<file path="src/rtl/instr_fetch.sv">
// instr_fetch: PC-driven instruction source for simple_cpu.
// Holds a loadable program memory and presents one word at a time. Each word
// is held for the number of clocks its class needs in the control unit.
// Class 00 words act as HALT.
// Optional feature macro: IFETCH_LOOP_EN (wrap from the last address back to 0
// and keep running instead of halting).
module instr_fetch #(
  parameter int INSTR_WIDTH  = 20,
  parameter int PC_BITS      = 5,
  parameter int STD_CYCLES   = 3,
  parameter int LOAD_CYCLES  = 4,
  parameter int STORE_CYCLES = 3
) (
  input  logic                   clk,
  input  logic                   rst,
  input  logic                   load_en,
  input  logic [PC_BITS-1:0]     load_addr,
  input  logic [INSTR_WIDTH-1:0] load_data,
  input  logic                   start,
  output logic [INSTR_WIDTH-1:0] instruction,
  output logic [PC_BITS-1:0]     pc,
  output logic                   busy,
  output logic                   halted,
  output logic                   retire
);

  localparam int DEPTH = 2**PC_BITS;
  localparam int CNT_W = 8;

  typedef enum logic [1:0] {S_IDLE, S_RUN, S_HALT} state_t;

  state_t                 state;
  logic [CNT_W-1:0]       cnt;
  logic [INSTR_WIDTH-1:0] mem [DEPTH];

  logic [PC_BITS-1:0]     nxt_pc;
  logic [INSTR_WIDTH-1:0] nxt_word;
  logic [INSTR_WIDTH-1:0] first_word;

  function automatic logic [1:0] cls_of(input logic [INSTR_WIDTH-1:0] w);
    return w[INSTR_WIDTH-1 -: 2];
  endfunction

  // Number of control-unit cycles the word must be held for.
  function automatic logic [CNT_W-1:0] cycles(input logic [1:0] cls);
    case (cls)
      2'b01:   return CNT_W'(STD_CYCLES);
      2'b10:   return CNT_W'(LOAD_CYCLES);
      2'b11:   return CNT_W'(STORE_CYCLES);
      default: return '0;
    endcase
  endfunction

  // Next fetch address wraps naturally at the top of memory.
  always_comb begin
    nxt_pc     = pc + PC_BITS'(1);
    nxt_word   = mem[nxt_pc];
    first_word = mem[0];
  end

  // Program memory: writable only outside RUN, never reset.
  always_ff @(posedge clk) begin
    if (load_en && state != S_RUN) mem[load_addr] <= load_data;
  end

  // Fetch sequencer: start, hold countdown, advance and halt detection.
  always_ff @(posedge clk or posedge rst) begin
    if (rst) begin
      state       <= S_IDLE;
      instruction <= '0;
      pc          <= '0;
      cnt         <= '0;
    end else begin
      case (state)
        S_IDLE, S_HALT: begin
          // A write in the same cycle wins; start is dropped.
          if (start && !load_en) begin
            pc <= '0;
            if (cls_of(first_word) == 2'b00) begin
              state       <= S_HALT;
              instruction <= '0;
              cnt         <= '0;
            end else begin
              // Full class count (not count-1): the extra edge covers the
              // CU's RESET-to-DECODE transition on the first word only.
              state       <= S_RUN;
              instruction <= first_word;
              cnt         <= cycles(cls_of(first_word));
            end
          end
        end
        S_RUN: begin
          if (cnt != '0) begin
            cnt <= cnt - CNT_W'(1);
          end else begin
`ifndef IFETCH_LOOP_EN
            if (pc == PC_BITS'(DEPTH - 1)) begin
              state       <= S_HALT;
              instruction <= '0;
              pc          <= '0;
              cnt         <= '0;
            end else
`endif
            if (cls_of(nxt_word) == 2'b00) begin
              state       <= S_HALT;
              instruction <= '0;
              pc          <= nxt_pc;
              cnt         <= '0;
            end else begin
              instruction <= nxt_word;
              pc          <= nxt_pc;
              cnt         <= cycles(cls_of(nxt_word)) - CNT_W'(1);
            end
          end
        end
        default: state <= S_IDLE;
      endcase
    end
  end

  // Status flags decoded straight from registered state.
  always_comb begin
    busy   = (state == S_RUN);
    halted = (state == S_HALT);
    retire = busy && (cnt == '0);
  end

endmodule

</file>
<file path="config.mk">
export PLATFORM = sky130hd
export DESIGN_NAME = instr_fetch
export DESIGN_NICKNAME = d
export VERILOG_FILES = /design/src/rtl/instr_fetch.sv
export SDC_FILE = /design/constraint.sdc
export NUM_CORES = 1
export LEC_CHECK = 0
export BUFFER_PORTS_ARGS = -buffer_cell sky130_fd_sc_hd__buf_4
export CAP_MARGIN = 20
export CORE_MARGIN = 4
export CORE_UTILIZATION = 60
export CTS_CLUSTER_DIAMETER = 80
export DETAILED_ROUTE_END_ITERATION = 12
export GPL_TIMING_DRIVEN = 0
export PLACE_DENSITY = 0.77
export SLEW_MARGIN = 25
export SYNTH_ARGS = -nofsm -noshare
export SYNTH_HDL_FRONTEND = slang
export SYNTH_SLANG_ARGS = --single-unit
</file>
<file path="constraint.sdc">
create_clock -name clk -period 8.8 [get_ports clk]
set_input_delay 2.64 -clock clk [delete_from_list [all_inputs] [get_ports clk]]
set_output_delay 2.64 -clock clk [all_outputs]
set_load 0.05 [all_outputs]
</file>
Word level (Yosys, flattened, before mapping)
Memories as Yosys holds them, arrays and structs flattened.
Cells that the tools add are included.
- bits in registers: 35
- output and inout port bits: 28
- memories kept: 1
- bits in writable memories: 640
- logic and storage cells: 67
- memory list (memory ; words ; width ; rd ports ; clocked after memory_dff ; write ports ; RTL line ; source):
    mem ; 32 ; 20 ; 2 ; 0 ; 1 ; 34 ; logic [INSTR_WIDTH-1:0] mem [DEPTH];
- muxes and demuxes: 30
- add/sub/neg operators: 3
- eq/ne operators: 13
- reductions and logical operators: 16
- operators with widths (cell ; number):
    two-way mux 20 bit ; 5
    two-way mux 8 bit ; 8
    one-hot mux 20 bit (2 select lines) ; 1
    one-hot mux 8 bit (2 select lines) ; 1
    subtractor 8 x 1 -> 8 bit (second input constant) ; 2
    two-way mux 5 bit ; 3
    one-hot mux 3 bit (2 select lines) ; 2
    equality test 2 bit (second input constant) ; 5
    two-way mux 2 bit ; 5
    one-hot mux 5 bit (2 select lines) ; 1
    zero test 8 bit ; 1
    nonzero test 8 bit ; 1
    equality test 2 x 1 -> 1 bit (second input constant) ; 3
    zero test 2 bit ; 3
    AND reduction 3 bit ; 2
    OR reduction 2 bit ; 3
    adder 5 x 1 -> 5 bit (second input constant) ; 1
    equality test 5 bit (second input constant) ; 1
    inequality test 2 bit (second input constant) ; 2
    one-hot mux 2 bit (2 select lines) ; 1
    logical AND 1 bit ; 3
    two-way mux 3 bit ; 1
    inequality test 3 x 1 -> 1 bit (second input constant) ; 1
    two-way mux 1 bit ; 2
    other kinds (4) ; 4

Longest topological paths before layout
An unclocked memory read counts as a cell.
- depth in word-level cells: 14
- mapped depth: 11
- gate-level depth less buffers: 8

Least setup slack after synthesis
No wires, ideal clock.
- path kind: input-to-reg
- from: input port load_addr[1]
- to: memory mem[12][0], enable pin
- path slack: 4.032 ns
- stages on the path: 3
- library setup time: 0.397 ns
- path buffers: 1
- data arrival time: 4.371 ns
- cells stage by stage: or4b_2 clkbuf_1 nor2_1
- RTL lines (item ; RTL line ; source):
    start, declared ; 17 ; input logic [PC_BITS-1:0] load_addr,
    end, declared ; 34 ;
Straight into the memory's write port.

Worst setup path after layout
- from: register cnt[3]
- to: output port retire
- word-level cells in the longest chain between the ends: 2
- ends and longest elaborated chain (item ; RTL line ; source):
    start, declared ; 33 ; logic [CNT_W-1:0] cnt;
    start signal, assigned ; 88 ; cnt <= cycles(cls_of(first_word));
    start signal, assigned ; 94 ; cnt <= cnt - CNT_W'(1);
    start signal, assigned ; 112 ; cnt <= cycles(cls_of(nxt_word)) - CNT_W'(1);
    zero test 8 bit ; 125 ; retire = busy && (cnt == '0);
    logical AND 1 bit ; 125 ;
    end, declared ; 24 ; output logic retire
Every way passes these cells.

==> summary.md <==
The run finished with clean final reports. Measured in cells, the most critical reg-to-reg path has a length of 11. In the layout the commonest cells are sky130_fd_sc_hd__edfxtp_1 (640), sky130_fd_sc_hd__nand2_1 (193), sky130_fd_sc_hd__mux4_2 (150), sky130_fd_sc_hd__nand3_1 (81), sky130_fd_sc_hd__clkbuf_16 (69). The post-detailed-route count of antenna-violating nets is 0, and the reg-to-reg setup timing slack is 4.97 ns. Dividing the detail-routed via count by the number of cells gives 6.62. Number of endpoints with negative hold slack in the final report: 0. The flip-flop and latch count after synthesis came out at 675. The ratio of final minimum period to clock period was 58.6%. Detailed routing inserted a total of 14,400 vias. Port buffering added 56 buffers. TritonCTS built the clock tree.

The switching power as a share of total power came out at 34.0%. The cell count of the worst hold path was 1. The logs give 6400 uW for the total internal power and 34.3% for the relative contribution of combinational cells to total power.

For the final cell count without fillers, the log shows 2,177. The critical path goes through or4_4 -> or4b_4 -> nor2_4 -> buf_4. Across the routed clock network, the largest skew measured is 0.0209 ns.

The multi-input combinational cells in the finished layout cover a total of 0.00628 sq mm. The clock network fraction of total power came out at 27.4%. Adding up every negative setup slack in the final design gives 0 ns. The slew at the pin closest to its max-slew limit is 0.999 ns, and the final hold slack is 0.502 ns. Relative to the synthesized area, the layout overhead comes to 13.5%.

The critical path runs through a total of 4 cells. The tree is rooted in a sky130_fd_sc_hd__clkbuf_16. During I/O placement, the number of pins put on the boundary was 57. The tools report the sequential fraction of the synthesis area as 75.7%.

The logs give 57 for the count of different cell masters after synthesis and 5 for the first-pass detailed-route iteration total. The power density normalized to cell area came out at 322 mW/mm^2. The tool flagged a number of max-cap violations equal to 0. The fraction of layout instances using a drive strength above 1 works out to 24.7%. For the core area, the log shows 0.0434 sq mm. Summing all non-filler instances in the final layout gives an area of 0.0301 sq mm. Data arrives at the worst endpoint at 2.52 ns.

After detailed routing, the number of remaining DRC violations is 0. The tools report the worst supply voltage drop on vdd as 0.255 mV. Leaving out fill and tap cells, the most frequent cell in the layout is sky130_fd_sc_hd__edfxtp_1. The critical path is of the reg2out type. The standby leakage power came out at 0.00967 uW. Kind of cell adding the most delay to the critical path: simple AND/OR/NAND/NOR gates. For the remaining max-slew budget at the tightest pin, the log shows 33.2%. The count of buffering cells on the critical path with inverters included is 1. The floorplan row count was 76. Sequential cell area: 0.0201 sq mm. The tools report the layout filler cell count as 2,690. Of the total power, registers draw 38.2%. In the final routed layout, each cell accounts on average for 30.1 um. The first global-routing pass estimated 95,500 um of wire. The number of gates resized after CTS is 0, and the synthesized area is 0.0265 sq mm. The worst setup path is launched from a register. The worst path in the final design needs a cycle of 5.16 ns, including I/O delays and setup. Once placement completed, the tool counted placed cells totaling 2,060.

The class of the tightest hold or removal check is reg2reg. The count of flip-flops with a built-in enable after synthesis was 640; the post-place instance area was 0.0281 sq mm. Wires add up to 65,500 um. The number of global-route vias before repair is 14,100, and the half-perimeter wire length after detailed placement is 41,400 um. Clock tree synthesis found a total of 675 sinks. For this run, the leading register cell type out of synthesis is sky130_fd_sc_hd__edfxtp_1.

The tools report the synthesized netlist net count as 1,443. The async set or reset register ratio after synthesis was 5.19%. After clock tree synthesis, the clock-pin slew on the worst setup and hold paths is 0.06 ns.

Summed over all layers, the global routing overflow is 0. Counting every instance in the synthesized netlist gives 1,410. The die outline width is 218 um.

Setup repair after global routing left no endpoint under its margin. CTS built an H-tree with a depth of 3. The total global-route track usage is 28.0%, and the iteration-0 DRC count of the detailed router is 2,081. The run gives 61.2% as the initial cell density of the core.

Cell with the largest stage delay on the worst path: sky130_fd_sc_hd__or4_4. For this design the total switching power over the nets is 3300 uW. The latest clock arrival within the worst-skew pair came out at 0.60 ns. Yosys printed 0 warnings. The die covers 0.0477 sq mm. The total of endpoints with negative setup slack in the final report is 0. Derived from the worst setup path, the maximum achievable clock frequency is 194 MHz. The number of CTS-inserted buffers is 66, and the net count reported at finish is 1,576.

Maximum number of pins on one net before global-route repair: 36. The number of buffers on the longest clock path was 3. The post-CTS setup buffer count is 0. The average instance area after synthesis is 18.8 sq um, and the number of antenna violations at the first check in global routing is 5.

The peak fanout along the critical path was 7; the hold buffer count at CTS was 0. The number of max-slew violations in the final report was 0; the worst stage delay on the critical path was 0.59 ns. For the worst setup path, the data required time is 6.16 ns.

The congestion estimate from routability-driven global placement came to 0.935. The die is 218 um tall. STA classifies the critical path endpoint as an output port.
==> worst register-to-register path: stages, from the launching register on <==
cell,delay (ns)
sky130_fd_sc_hd__dfrtp_1,0.51
sky130_fd_sc_hd__ha_1,0.40
sky130_fd_sc_hd__buf_6,0.19
sky130_fd_sc_hd__buf_4,0.26
sky130_fd_sc_hd__buf_2,0.43
sky130_fd_sc_hd__buf_1,0.65
sky130_fd_sc_hd__mux4_2,0.41
sky130_fd_sc_hd__nand2_1,0.08
sky130_fd_sc_hd__nand3_1,0.30
sky130_fd_sc_hd__nand4_1,0.30
sky130_fd_sc_hd__o2bb2ai_1,0.13
sky130_fd_sc_hd__a21oi_1,0.05
==> through the flow <==
step                power (uW)  util, %  setup slack, ns
finish                    9700     69.5             3.64
global route             10100     69.4             3.60
CTS                       9700     69.4             3.63
detailed placement        7060     64.8             3.68
global placement          6980     63.9             2.85
floorplan                 6030        -             4.03
==> path summary, 6_finish.rpt <==
kind,endpoint,startpoint
max reg2reg,instruction[2],pc[0]
min in group asynchronous,cnt[0],rst
min,cnt[6],cnt[6]
max in group asynchronous,instruction[7],rst
min reg2reg,cnt[6],cnt[6]
max,retire,cnt[3]
==> sequential cells by signal (all words and copies together) (netlist names) <==
register,flops
state,2
cnt,8
pc,5
instruction,20
mem,640
==> cells in the mapped netlist (all sizes together) (4+ instances only) <==
cell type | instances | area share (%)
ha | 4 | 0.19
buf | 57 | 1.3
nand3 | 81 | 1.5
clkbuf | 13 | 0.18
nor2b | 20 | 0.47
inv | 5 | 0.071
nand2b | 4 | 0.094
a21oi | 39 | 0.75
mux2i | 10 | 0.38
dfrtp | 35 | 3.3
o2bb2ai | 17 | 0.56
nand2 | 193 | 2.7
nand4 | 23 | 0.54
mux4 | 150 | 13
a32oi | 4 | 0.13
edfxtp | 640 | 72
nor2 | 50 | 0.74
o21ai | 13 | 0.29
==> power by group through the flow <==
stage / Sequential, uW / Clock, uW / Combinational [uW]
6_report: 3710 / 2660 / 3330
5_1_grt: 3710 / 2840 / 3530
4_1_cts: 3700 / 2680 / 3320
3_5_place_dp: 3770 / 0 / 3290
3_3_place_gp: 3770 / 0 / 3220
2_1_floorplan: 3930 / 0 / 2100
==> final cells by class <==
class / instances / area share [%]
clock inverters: 34 / 0.823
flip-flops and latches: 675 / 66.7
plain buffers: 71 / 1.31
diodes: 2 / 0.0166
multi-input cells: 659 / 20.8
repair buffers: 65 / 1.91
well taps: 585 / 2.43
clock buffers: 81 / 5.88
inverters: 5 / 0.0623
==> logic make-up after synthesis <==
family                   share of synthesized area (%)
AO/OA/AOI/OAI                                     2.45
AND/OR/NAND/NOR                                   6.81
multiplexers                                      13.1
adder cells (fa/ha/maj)                          0.189
buffers and inverters                             1.55
XOR/XNOR                                         0.193
flip-flops                                        75.7
==> layer usage <==
metal | wire length (um) | global-route usage (%) | vias to the layer above
met5 | 27 | 0 | -
met4 | 2730 | 10.3 | 4
met3 | 6800 | 5.88 | 165
met2 | 32000 | 44.6 | 866
met1 | 24000 | 39.4 | 7461
li1 | - | - | 5918
Note: power is estimated with default switching activity, not from simulation.
